File: config.mk
export PLATFORM = sky130hd
export DESIGN_NAME = lfsr_cipher_engine
export DESIGN_NICKNAME = d
export VERILOG_FILES = /design/src/rtl/lfsr_cipher_engine.sv
export SDC_FILE = /design/constraint.sdc
export NUM_CORES = 1
export LEC_CHECK = 0
export CAP_MARGIN = 25
export CORE_MARGIN = 8
export CORE_UTILIZATION = 50
export CTS_CLUSTER_DIAMETER = 40
export CTS_CLUSTER_SIZE = 20
export DETAILED_ROUTE_END_ITERATION = 8
export GPL_TIMING_DRIVEN = 0
export MAX_ROUTING_LAYER = met4
export PLACE_DENSITY = 0.73
export SETUP_SLACK_MARGIN = 0.5
export SYNTH_ARGS = -nofsm -noshare
export SYNTH_HDL_FRONTEND = slang
export SYNTH_SLANG_ARGS = --single-unit
File: constraint.sdc
create_clock -name Clk -period 4.7 [get_ports Clk]
set_input_delay 0.94 -clock Clk [delete_from_list [all_inputs] [get_ports Clk]]
set_output_delay 0.94 -clock Clk [all_outputs]
set_load 0.005 [all_outputs]
File: src/rtl/lfsr_cipher_engine.sv
// LFSR stream-cipher engine: writes PreLen padded spaces, then the XOR-encrypted message,
// to a destination buffer through a single-port memory with combinational read.
module lfsr_cipher_engine #(
  parameter int            DW  = 8,
  parameter int            LW  = 7,
  parameter int            AW  = 8,
  parameter logic [DW-1:0] PAD = 8'h20
) (
  input  logic          Clk,
  input  logic          Reset,
  input  logic          Start,
  input  logic [LW-1:0] Tap,
  input  logic [LW-1:0] Seed,
  input  logic [AW-1:0] SrcBase,
  input  logic [AW-1:0] DstBase,
  input  logic [AW-1:0] Len,
  input  logic [AW-1:0] PreLen,
  output logic [AW-1:0] MemAddr,
  output logic          MemWrEn,
  output logic [DW-1:0] MemWrData,
  input  logic [DW-1:0] MemRdData,
  output logic          Busy,
  output logic          Ack
);

  typedef enum logic [2:0] {IDLE, PRE, RD, WR, DONE} state_t;

  localparam logic [AW-1:0] ONE_A = {{(AW-1){1'b0}}, 1'b1};

  state_t        stateReg, stateNext;
  logic [LW-1:0] lfsrReg, tapReg;
  logic [AW-1:0] srcBaseReg, dstBaseReg, lenReg, preLenReg;
  logic [AW-1:0] iReg, jReg;
  logic [DW-1:0] rbufReg;
  logic          busyReg, ackReg;

  logic [DW-1:0] padWord;
  logic [LW-1:0] lfsrStep;
  logic          startOk, lastPre, lastMsg;

  always_comb begin
    padWord = '0;
    padWord[LW-1:0] = lfsrReg;
  end

  assign lfsrStep = {lfsrReg[LW-2:0], ^(lfsrReg & tapReg)};
  assign startOk  = Start && (stateReg == IDLE || stateReg == DONE);
  assign lastPre  = (jReg == preLenReg - ONE_A);
  assign lastMsg  = (iReg == lenReg - ONE_A);

  always_ff @(posedge Clk or posedge Reset) begin
    if (Reset) stateReg <= IDLE;
    else       stateReg <= stateNext;
  end

  always_comb begin
    stateNext = stateReg;
    case (stateReg)
      IDLE, DONE: begin
        if (Start) begin
          if (PreLen != '0)   stateNext = PRE;
          else if (Len != '0) stateNext = RD;
          else                stateNext = DONE;
        end
      end
      PRE:     if (lastPre) stateNext = (lenReg != '0) ? RD : DONE;
      RD:      stateNext = WR;
      WR:      stateNext = lastMsg ? DONE : RD;
      default: stateNext = IDLE;
    endcase
  end

  // Memory interface decodes straight from state and counters so a write lands in its own cycle.
  always_comb begin
    MemAddr   = '0;
    MemWrEn   = 1'b0;
    MemWrData = '0;
    case (stateReg)
      PRE: begin
        MemAddr   = dstBaseReg + jReg;
        MemWrEn   = 1'b1;
        MemWrData = PAD ^ padWord;
      end
      RD: MemAddr = srcBaseReg + iReg;
      WR: begin
        MemAddr   = dstBaseReg + preLenReg + iReg;
        MemWrEn   = 1'b1;
        MemWrData = rbufReg ^ padWord;
      end
      default: ;
    endcase
  end

  always_ff @(posedge Clk or posedge Reset) begin
    if (Reset) begin
      lfsrReg    <= '0;
      tapReg     <= '0;
      srcBaseReg <= '0;
      dstBaseReg <= '0;
      lenReg     <= '0;
      preLenReg  <= '0;
      iReg       <= '0;
      jReg       <= '0;
      rbufReg    <= '0;
      busyReg    <= 1'b0;
      ackReg     <= 1'b0;
    end else begin
      busyReg <= (stateNext == PRE) || (stateNext == RD) || (stateNext == WR);
      ackReg  <= (stateNext == DONE);
      if (startOk) begin
        tapReg     <= Tap;
        lfsrReg    <= Seed;
        srcBaseReg <= SrcBase;
        dstBaseReg <= DstBase;
        lenReg     <= Len;
        preLenReg  <= PreLen;
        iReg       <= '0;
        jReg       <= '0;
      end else begin
        case (stateReg)
          PRE: begin
            lfsrReg <= lfsrStep;
            jReg    <= jReg + ONE_A;
          end
          RD: rbufReg <= MemRdData;
          WR: begin
            lfsrReg <= lfsrStep;
            iReg    <= iReg + ONE_A;
          end
          default: ;
        endcase
      end
    end
  end

  assign Busy = busyReg;
  assign Ack  = ackReg;

endmodule

# ---- Yosys cells after proc, flatten, opt, wreduce, memory -nomap -nowiden
# Cells that the tools add are included.
dict set report op_classes {
  add_sub_neg 8
  n_eq_ne 10
  n_mux 16
  n_bitwise 4
  n_reduce_logical 15
}
# operator n
set op_table {}
lappend op_table {{8-bit adder} 4}
lappend op_table {{8-bit 2-to-1 mux} 4}
lappend op_table {{8-bit case mux with 3 select lines} 1}
lappend op_table {{8-bit nonzero test} 3}
lappend op_table {{3-bit 2-to-1 mux} 6}
lappend op_table {{8-bit by 1-bit adder with 8-bit output (second input constant)} 2}
lappend op_table {{8-bit == test} 2}
lappend op_table {{8-bit case mux with 2 select lines} 1}
lappend op_table {{8-bit by 1-bit subtractor with 8-bit output (second input constant)} 2}
lappend op_table {{7-bit 2-to-1 mux} 2}
lappend op_table {{3-bit by 2-bit == test with 1-bit output (second input constant)} 4}
lappend op_table {{3-bit case mux with 4 select lines} 1}
lappend op_table {{8-bit by 7-bit bitwise XOR with 8-bit output} 1}
lappend op_table {{7-bit bitwise AND} 1}
lappend op_table {{7-bit parity} 1}
lappend op_table {{3-bit by 1-bit == test with 1-bit output (second input constant)} 2}
lappend op_table {{3-bit == test (second input constant)} 2}
lappend op_table {{2-bit nonzero test} 3}
lappend op_table {{2-bit OR reduction} 2}
lappend op_table {{3-bit zero test} 1}
lappend op_table {{1-bit logical OR} 3}
lappend op_table {{1-bit inverter} 2}
lappend op_table {{2-bit AND reduction} 1}
lappend op_table {{1-bit logical AND} 1}
lappend op_table {{1-bit 2-to-1 mux} 1}
dict set report totals {
  ff_bits 75
  out_inout_bits 19
  word_cells 65
}

# ---- Depth between registers and ports, before layout
# Gate-level depths: netlist of the first run.
dict set report depth {
  word_depth 8
  depth_mapped 11
  depth_no_buf 11
}

# ---- Least setup slack after synthesis of the first run
# Ideal clock, no wire load.
dict set report synth_timing {
  kind {register to output}
  start {register preLenReg[2]}
  end {output port MemAddr[6]}
  arrival_time_ns 2.453
  required_ns 3.760
  path_slack_ns 1.307
  path_stages_with_launch 9
  n_path_buf 0
  cell_sequence {dfrtp_1 > fa_1 > ha_1 > a21o_1 > a21oi_1 > and3b_1 > a2111oi_0 > nor3_1 > a211o_1}
}
dict set report synth_via {
  elab_chain_cells 3
}
# element line_no
set synth_rtl {}
lappend synth_rtl {{start, declared} 32} ;# logic [AW-1:0] srcBaseReg, dstBaseReg, lenReg, preLenReg;
lappend synth_rtl {{start signal, assigned} 116} ;# preLenReg <= PreLen;
lappend synth_rtl {{8-bit adder (2 in series)} 86} ;# MemAddr = dstBaseReg + preLenReg + iReg;
lappend synth_rtl {{8-bit case mux with 3 select lines} 78} ;# case (stateReg)
lappend synth_rtl {{end, declared} 18} ;# output logic [AW-1:0] MemAddr,
# Every way passes these cells.

# ---- Worst setup path in the final report of the first run
dict set report layout_timing {
  start {register iReg[2]}
  end {output port MemAddr[6]}
}
dict set report layout_via {
  elab_chain_cells 2
  elab_cells_between_ends 3
}
# element line_no
set layout_rtl {}
lappend layout_rtl {{start, declared} 33} ;# logic [AW-1:0] iReg, jReg;
lappend layout_rtl {{start signal, assigned} 128} ;# iReg <= iReg + ONE_A;
lappend layout_rtl {{8-bit adder, on equally long branches} {86, 84}}
lappend layout_rtl {{8-bit case mux with 3 select lines *} 78}
# Every way passes the cells marked *; elsewhere a longest branch is shown, timed or not.

==> results of run 1 <==
metal layers:
layer | up-vias | wire (µm)
li1 | 1903 | -
met3 | 22 | 841
met1 | 1957 | 5560
met4 | 0 | 255
met5 | - | 0
met2 | 136 | 6040
power groups by stage:
stage               logic (mW)  clock network [mW]  registers [mW]
detailed placement        2.57                   0            1.26
global placement          2.50                   0            1.25
finish                    2.74               0.617            1.25
floorplan                 1.83                   0            1.16
global route              3.02               0.656            1.29
CTS                       2.67               0.630            1.25
worst register-to-register path, stage by stage (launching register included):
cell      delay (ns)
dfrtp_1         0.37
clkbuf_1        0.25
nor3b_1         0.66
clkbuf_1        0.57
clkbuf_1        0.54
o21ai_0         0.17
cell type report:
class / count / share of cell area (%)
multi-input combinational: 383 / 46.5
sequential: 75 / 30.5
timing repair buffer: 82 / 13.1
tap: 133 / 2.69
clock buffer: 10 / 2.23
buffer: 18 / 1.99
clock inverter: 6 / 1.80
inverter: 17 / 1.20
final timing paths:
path                       cells after the start                         to  slack [ns]                   start
setup / recovery                               9                 MemAddr[6]        0.61     iReg[2]$_DFFE_PP0P_
hold / removal                                 2     rbufReg[5]$_DFFE_PP0P_        0.47  rbufReg[5]$_DFFE_PP0P_
setup reg to reg                               5      lenReg[1]$_DFFE_PP0P_        1.99   stateReg[1]$_DFF_PP0_
hold reg to reg                                2     rbufReg[5]$_DFFE_PP0P_        0.47  rbufReg[5]$_DFFE_PP0P_
max in group asynchronous                      3  dstBaseReg[1]$_DFFE_PP0P_        3.18                   Reset
min in group asynchronous                      2        iReg[0]$_DFFE_PP0P_        0.93                   Reset
flip-flops by register name (all words and copies together), names as in the netlist, 3 cells and up:
signal,flops
dstBaseReg,8
iReg,8
jReg,8
lenReg,8
lfsrReg,7
preLenReg,8
rbufReg,8
srcBaseReg,8
stateReg,3
tapReg,7
stage by stage:
step,hold slack (ns),power (mW),utilization [%],instances,instance area (µm²)
finish,0.472,4.60,64.1,724,6180
global route,0.493,4.96,64.1,724,6180
CTS,0.473,4.55,63.7,722,6140
detailed placement,0.454,3.83,60.6,702,5840
global placement,0.451,3.75,60.4,701,5820
floorplan,0.437,2.99,-,493,4900
cell usage after synthesis (2+ instances only):
master | number | area (µm²)
clkbuf_1 | 11 | 41.3
nor4_1 | 4 | 25.0
o21a_1 | 2 | 15.0
inv_1 | 16 | 60.1
a21oi_1 | 22 | 110
dfrtp_1 | 75 | 1880
nor3_1 | 8 | 40.0
nor2b_1 | 2 | 12.5
a21o_1 | 4 | 30.0
a211oi_1 | 2 | 15.0
nand4_1 | 7 | 43.8
mux2i_1 | 10 | 100
nand2b_1 | 6 | 37.5
o21ai_0 | 21 | 105
or3_1 | 3 | 18.8
o211ai_1 | 3 | 22.5
a22oi_1 | 3 | 22.5
clkbuf_8 | 4 | 55.1
and4_1 | 2 | 17.5
o22ai_1 | 4 | 25.0
fa_1 | 10 | 200
o21bai_1 | 5 | 37.5
xnor2_1 | 32 | 280
nand2_1 | 66 | 248
and3_1 | 4 | 25.0
mux2_2 | 34 | 383
ha_1 | 25 | 313
nor4b_1 | 2 | 17.5
nand3_1 | 11 | 55.1
nor2_1 | 39 | 146
a31oi_1 | 2 | 12.5
xor2_1 | 32 | 280
what timing repair did:
action	4_1_cts	5_1_grt
resized for setup	12	7
endpoints found under the hold margin	0	0
setup buffers	4	2
setup endpoints to repair	3	2
pin swaps	2	6
layout by cell type (no fill, tap or decap), drive strengths merged, types with 4 or more instances in the layout:
cell	instances
dfrtp	75
o21bai	5
xor2	32
and3	4
buf	9
nand2	66
nand3	11
fa	10
xnor2	32
nand4	7
o22ai	4
nor3	8
inv	18
ha	25
nor2	40
a21o	4
clkdlybuf4s50	72
nand2b	6
nor4	6
clkbuf	26
a21oi	22
mux2	34
mux2i	10
o21ai	21
kinds of logic (layout without fill, tap and decap cells):
group | after synthesis | count (layout) | share of synthesized area (%)
AO/OA/AOI/OAI | 79 | 79 | 10.5
XOR/XNOR | 64 | 64 | 11.4
adder cells (fa/ha/maj) | 35 | 35 | 10.5
buffers and inverters | 35 | 133 | 3.96
flip-flops | 75 | 75 | 38.3
multiplexers | 44 | 44 | 9.85
AND/OR/NAND/NOR | 161 | 161 | 15.5
==> reports/results.ini, run 1 <==
[outcome]
status=complete, no violations

[sta]
finalCritPeriodShare_pct=87.0
setup_viol=0
period_needed_ns=4.09
fmax_mhz=245
maxSlewViolCount=0
rsz0062_at_grt=false
finalWorstSetupSlack_ns=0.610
worstMarginPinSlew_ns=0.924
slew_headroom_pct=37.8
clock_skew_ns=0.0164
final.setup.tns_ns=0
finalHoldViolCount=0

[global_route]
grt_pass1_vias=4042
busiest_layer=met2
track_usage_pct=20.8
antenna_found_initial=0
grt_first_pass_wirelength_um=20500
use_met1_pct=26.0
gr-usage-met3_pct=4.88
use_met2_pct=32.4
grt_max_degree=44
grt-ovfl-total=0

[worst_setup_path]
crit_buf_inv=1
startpoint_type=register
cp_top_family=compound AO/OA/AOI/OAI gates
crit_fanout=3
crit_type=register to output port
crit_path_cell_trace=fa_1 -> ha_1 -> a21o_1 -> a21oi_2 -> and3b_1 -> a2111oi_2 -> nor3_1 -> a211o_1 -> dlygate4sd2_1
cp.required_ns=3.76
endpoint_kind=output port
slowest_stage=fa_1
critPathMaxStageDelay_ns=0.48
critPathArrivalTime_ns=3.15

[floorplan]
die_w_um=115
io_pins=76
row_count=36
fp.dieH_um=115
design.die.area_mm2=0.0132
core_mm2=0.00964
initial_core_util_pct=50.9

[power]
p_switching_mw=1.90
power_leakage_nw=2.69
switching_share_pct=41.2
power.share.combinational_pct=59.5
powerDensity_mw_per_mm2=745
ir_drop_mv=0.336
p_seq_share_pct=27.1
clkPwrFrac_pct=13.4
internal_power_mw=2.71

[logic_synthesis]
yosysSeqAreaShare_pct=38.3
yosysWarnings=0
async_reset_ff_share_pct=100
synth_edf_count=0
synth_seq_cells=75
synthFlopType=dfrtp_1
synthDistinctLibCells=54
syn_nets=585
synth.avg_cell_area_um2=9.94
synthesis.area_mm2=0.00490
synth_cells=493

[routing]
routed_wl_um=12700
routedWlPerCell_um=17.5
drtAntennaViolNets=0
vias_per_cell=5.55
vias=4018
drt_iter0_drc=256
dr.pass1.iters=5
drc=0

[worst_hold_path]
holdCritPathClass=register to register

[clocking]
cts_buffers=9
clk_transition_reported_paths_ns=0.09
clock_latency_ns=0.37
clock_path_buffers=2
cts_tree=yes
htreeDepth=3
cts.sinks=75
clockRootBuffer=clkbuf_8
postCtsHoldBufs=0

[finish]
num-nets-final=678
antennaDiodeCount=0
fill_cells=822
ff_latch_area_mm2=0.00188
area_delta_synth_final_pct=26.0
multi_input_area_mm2=0.00287
drive_gt1_share_pct=13.9

[place]
dp_slack_ns=0.490
gp_congestion=0.908
portBuffers=75
dp_hpwl_um=9610

[flow_run]
drv_cap=0

Power figures use the tool's default switching activity.
==> inputs of run 2 (changes only) <==
CORE_UTILIZATION = 54   (was 50)
PLACE_DENSITY = 0.78   (was 0.73)
REMOVE_ABC_BUFFERS = 1   (was default)
==> reports/results.ini, run 2 (same netlist as run 1, synthesis figures left out) <==
[place]
gp_congestion=0.872  ; -4.0%
portBuffers=75  ; unchanged
dp_hpwl_um=8870  ; -7.7%
dp_slack_ns=0.524  ; +0.0341 ns
dpl_cell_area_mm2=0.00576  ; -1.3%

[clocking]
clockRootBuffer=clkbuf_8
clk_transition_reported_paths_ns=0.08  ; about the same
clock_latency_ns=0.36  ; about the same
cts_buffers=9  ; unchanged
cts.sinks=75  ; unchanged
htreeDepth=3  ; unchanged
clock_path_buffers=2  ; unchanged
cts_tree=yes

[sta]
final.setup.tns_ns=0  ; unchanged
period_needed_ns=4.09  ; -0.000196 ns
setup_viol=0  ; unchanged
finalWorstSetupSlack_ns=0.610  ; +0.000196 ns
fmax_mhz=245  ; about the same
rsz0062_at_grt=true
finalHoldViolCount=0  ; unchanged
maxSlewViolCount=0  ; unchanged
finalCritPeriodShare_pct=87.0  ; about the same
slew_headroom_pct=36.5  ; -1.3 points
clock_skew_ns=0.0103  ; -0.00607 ns
worstMarginPinSlew_ns=0.953  ; +0.0285 ns

[worst_setup_path]
crit_fanout=2  ; -1
startpoint_type=register
endpoint_kind=output port
critPathArrivalTime_ns=3.15  ; about the same
crit_type=register to output port
cp.required_ns=3.76  ; about the same

[global_route]
grt_max_degree=46  ; +4.5%
grt_pass1_vias=4021  ; -0.52%
grt-ovfl-total=0  ; unchanged
track_usage_pct=20.3  ; -0.45 points
antenna_found_initial=0  ; unchanged
grt_first_pass_wirelength_um=20000  ; -2.7%

[finish]
final_cell_mix=72 x clkdlybuf4s50_1, 69 x dfrtp_1, 66 x nand2_1
fill_cells=667  ; -19%
final_area_mm2=0.00609  ; -1.5%
area_delta_synth_final_pct=24.1
final_common_cell=clkdlybuf4s50_1
antennaDiodeCount=0  ; unchanged
num-nets-final=664  ; -2.1%
ff_latch_area_mm2=0.00188  ; about the same
multi_input_area_mm2=0.00286  ; -0.22%
drive_gt1_share_pct=14.4  ; +0.51 points

[power]
ir_drop_mv=0.335  ; -0.35%
powerDensity_mw_per_mm2=745  ; about the same
power_leakage_nw=2.67  ; -0.83%

[routing]
drtAntennaViolNets=0  ; unchanged
dr.pass1.iters=5  ; unchanged
vias_per_cell=5.70  ; +2.7%
routed_wl_um=12100  ; -5.0%
drt_iter0_drc=188  ; -27%
vias=3905  ; -2.8%
drc=0  ; unchanged
routedWlPerCell_um=17.6  ; +0.39%

[floorplan]
io_pins=76  ; unchanged
row_count=34  ; -5.6%
die_w_um=111  ; -3.2%
initial_core_util_pct=55.9  ; +5.1 points
design.die.area_mm2=0.0124  ; -6.4%
core_mm2=0.00876  ; -9.1%
fp.dieH_um=111  ; -3.2%

[worst_hold_path]
holdCritPathClass=register to register

[outcome]
status=complete, no violations

[flow_run]
drv_cap=0  ; unchanged

## run 2: report_power, final
| group | internal [mW] | total (mW) | switching (mW) |
|---|---|---|---|
| registers | 0.930 | 1.29 | 0.357 |
| logic | 1.36 | 2.62 | 1.26 |
| clock network | 0.368 | 0.621 | 0.253 |
## run 2: repair_timing
item / CTS / global route
hold endpoints to repair: 0 / 0
setup endpoints to repair: 4 / 3
setup buffers: 5 / 0
pin swaps: 2 / 2
hold buffers: 0 / 0
resized for setup: 14 / 3
## run 2: through the flow
stage,std cells,hold WS (ns),util (%),power (mW)
after detailed placement,664,0.461,65.8,3.79
after global placement,658,0.451,64.6,3.68
after CTS,685,0.481,69.3,4.50
after global routing,685,0.501,69.4,4.89
final,685,0.479,69.4,4.53
after floorplan,475,0.437,-,2.95
## run 2: layout make-up
| class | count | share of cell area (%) |
|---|---|---|
| clock buffers | 10 | 2.26 |
| multi-input cells | 383 | 47.0 |
| clock inverters | 6 | 1.85 |
| well taps | 108 | 2.22 |
| inverters | 17 | 1.21 |
| repair buffers | 86 | 14.5 |
| flip-flops and latches | 75 | 31.0 |
## run 2: worst paths after layout
| kind | start | end | slack [ns] | cells after the start |
|---|---|---|---|---|
| max | preLenReg[2]$_DFFE_PP0P_ | MemAddr[6] | 0.61 | 9 |
| min | rbufReg[7]$_DFFE_PP0P_ | rbufReg[7]$_DFFE_PP0P_ | 0.48 | 2 |
| max reg2reg | stateReg[1]$_DFF_PP0_ | preLenReg[7]$_DFFE_PP0P_ | 1.95 | 5 |
| min reg2reg | rbufReg[7]$_DFFE_PP0P_ | rbufReg[7]$_DFFE_PP0P_ | 0.48 | 2 |
| max in group asynchronous | Reset | dstBaseReg[2]$_DFFE_PP0P_ | 3.20 | 3 |
| min in group asynchronous | Reset | iReg[4]$_DFFE_PP0P_ | 0.92 | 2 |
## run 2: per-layer routing
layer	vias to the layer above	track usage, %	wire [µm]
met3	21	3.41	479
met5	-	-	0
met2	93	33.0	6000
li1	1864	-	-
met1	1927	24.8	5340
met4	0	7.56	240
## run 2: critical path, cell delays in order, from the launching register on
cell           delay, ns
dfrtp_2             0.44
fa_1                0.51
ha_1                0.31
a21o_1              0.19
a21oi_2             0.15
and3b_1             0.21
a2111oi_2           0.33
nor3_1              0.09
a211o_1             0.27
dlygate4sd2_1       0.28
==> inputs of run 3 (changes only) <==
CORE_UTILIZATION = 53   (was 54)
PLACE_DENSITY = 0.77   (was 0.78)
==> reports/results.ini, run 3 (same netlist as run 1, synthesis figures left out) <==
[worst_setup_path]
critPathMaxStageDelay_ns=0.49  ; -0.02 ns
cp_top_family=adder cells
startpoint_type=register
critPathArrivalTime_ns=3.14  ; about the same
cp.required_ns=3.76  ; about the same
crit_fanout=4  ; +2
slowest_stage=fa_1
crit_buf_inv=1  ; unchanged
crit_type=register to output port
crit_path_cell_trace=fa_1 -> ha_1 -> fa_2 -> a211oi_2 -> o21bai_1 -> a21oi_2 -> xnor2_1 -> a22oi_1 -> o21ai_1 -> dlygate4sd2_1
endpoint_kind=output port

[outcome]
status=complete, no violations

[clocking]
clock_path_buffers=2  ; unchanged
clock_latency_ns=0.36  ; about the same
clockRootBuffer=clkbuf_8
clk_transition_reported_paths_ns=0.08  ; about the same
cts_tree=yes
postCtsHoldBufs=0  ; unchanged
htreeDepth=3  ; unchanged
cts.sinks=75  ; unchanged
cts_buffers=9  ; unchanged

[global_route]
grt_first_pass_wirelength_um=19500  ; -2.4%
grt_max_degree=73  ; +59%
grt_pass1_vias=3966  ; -1.4%
track_usage_pct=19.8  ; -0.47 points
antenna_found_initial=0  ; unchanged
grt-ovfl-total=0  ; unchanged

[finish]
final_area_mm2=0.00602  ; -1.1%
antennaDiodeCount=0  ; unchanged
layoutNonFillerInstCount=689  ; +0.58%
final_cell_mix=72 x clkdlybuf4s50_1, 68 x dfrtp_1, 66 x nand2_1
area_delta_synth_final_pct=22.8
final_common_cell=clkdlybuf4s50_1
fill_cells=745  ; +12%
drive_gt1_share_pct=14.4  ; -0.025 points
num-nets-final=665  ; +0.15%

[routing]
vias=3866  ; -1.0%
routed_wl_um=11700  ; -2.8%
drtAntennaViolNets=0  ; unchanged
routedWlPerCell_um=17.0  ; -3.4%
vias_per_cell=5.61  ; -1.6%
dr.pass1.iters=4  ; -1
drt_iter0_drc=205  ; +9.0%
drc=0  ; unchanged

[sta]
period_needed_ns=4.08  ; -0.0126 ns
whs_ns=0.475  ; -0.00384 ns
slew_headroom_pct=34.7  ; -1.8 points
rsz0062_at_grt=true
worstMarginPinSlew_ns=0.980  ; +0.0276 ns
finalCritPeriodShare_pct=86.7  ; -0.27 points
fmax_mhz=245  ; +0.31%
maxSlewViolCount=0  ; unchanged
setup_viol=0  ; unchanged
finalHoldViolCount=0  ; unchanged
clock_skew_ns=0.0114  ; +0.00106 ns

[floorplan]
fp.dieH_um=112  ; +0.80%
die_w_um=112  ; +0.80%
core_mm2=0.00911  ; +3.9%
design.die.area_mm2=0.0126  ; +1.6%
row_count=35  ; +2.9%
initial_core_util_pct=53.8  ; -2.1 points
io_pins=76  ; unchanged

[place]
dpl_cell_area_mm2=0.00578  ; +0.20%
portBuffers=75  ; unchanged
dp.cells=668  ; +0.60%
dp_hpwl_um=8760  ; -1.2%
gp_congestion=0.816  ; -6.4%

[power]
powerDensity_mw_per_mm2=722  ; -3.1%
power_leakage_nw=2.62  ; -1.7%
ir_drop_mv=0.319  ; -4.6%

[worst_hold_path]
holdCritPathClass=register to register

[flow_run]
drv_cap=0  ; unchanged

-- run 3: what timing repair did --
action                                  CTS  global route
resized for setup                        14             4
setup buffers                             3             2
gates cloned                              0             0
endpoints found under the setup margin    3             2
pin swaps                                 2             4
-- run 3: metrics by stage --
stage               power, mW  TNS [ns]  setup WS (ns)  util [%]
global placement         3.69   -296.61          -5.06      62.2
CTS                      4.30         0          0.507      65.9
floorplan                2.95    -96.61          -1.77         -
detailed placement       3.78         0          0.513      63.4
finish                   4.35         0          0.623      66.1
global route             4.72         0          0.489      66.1
-- run 3: worst reg2reg max path, stage by stage (launching register included) --
cell and delay (ns):
dfrtp_1 0.45, nand2b_1 0.59, inv_8 0.31, and2_1 0.34, nand4_1 0.24, or3_1 0.40
a21oi_1 0.15
-- run 3: routing by layer --
layer  vias to the layer above  track usage, %  share of wire [%]
li1                       1870               -                  -
met1                      1895            24.0                 44
met2                        87            31.9                 49
met3                        14            4.88                5.1
met4                         0            6.56                1.5
met5                         -               -                  0
-- run 3: path summary, 6_finish.rpt --
kind                                           start                        end  slack (ns)  depth (start not counted)
max reg2reg                    stateReg[2]$_DFF_PP0_        iReg[7]$_DFFE_PP0P_        2.16                          6
max in group asynchronous                      Reset  dstBaseReg[1]$_DFFE_PP0P_        3.34                          3
min in group asynchronous                      Reset     lfsrReg[1]$_DFFE_PP0P_        0.79                          2
min                           rbufReg[7]$_DFFE_PP0P_     rbufReg[7]$_DFFE_PP0P_        0.47                          2
max                        dstBaseReg[1]$_DFFE_PP0P_                 MemAddr[7]        0.62                         10
min reg2reg                   rbufReg[7]$_DFFE_PP0P_     rbufReg[7]$_DFFE_PP0P_        0.47                          2
-- run 3: power breakdown --
part	internal, mW	total [mW]	switching [mW]
registers	0.931	1.29	0.358
clock network	0.208	0.458	0.250
logic	1.37	2.60	1.23
-- run 3: final cells by class --
cell class / instances / area [µm²] / area share (%)
timing repair buffer: 87 / 883 / 14.7
clock buffer: 11 / 141 / 2.35
clock inverter: 5 / 37.5 / 0.623
multi-input combinational: 383 / 2860 / 47.5
inverter: 17 / 73.8 / 1.23
sequential: 75 / 1890 / 31.3
tap: 111 / 139 / 2.31
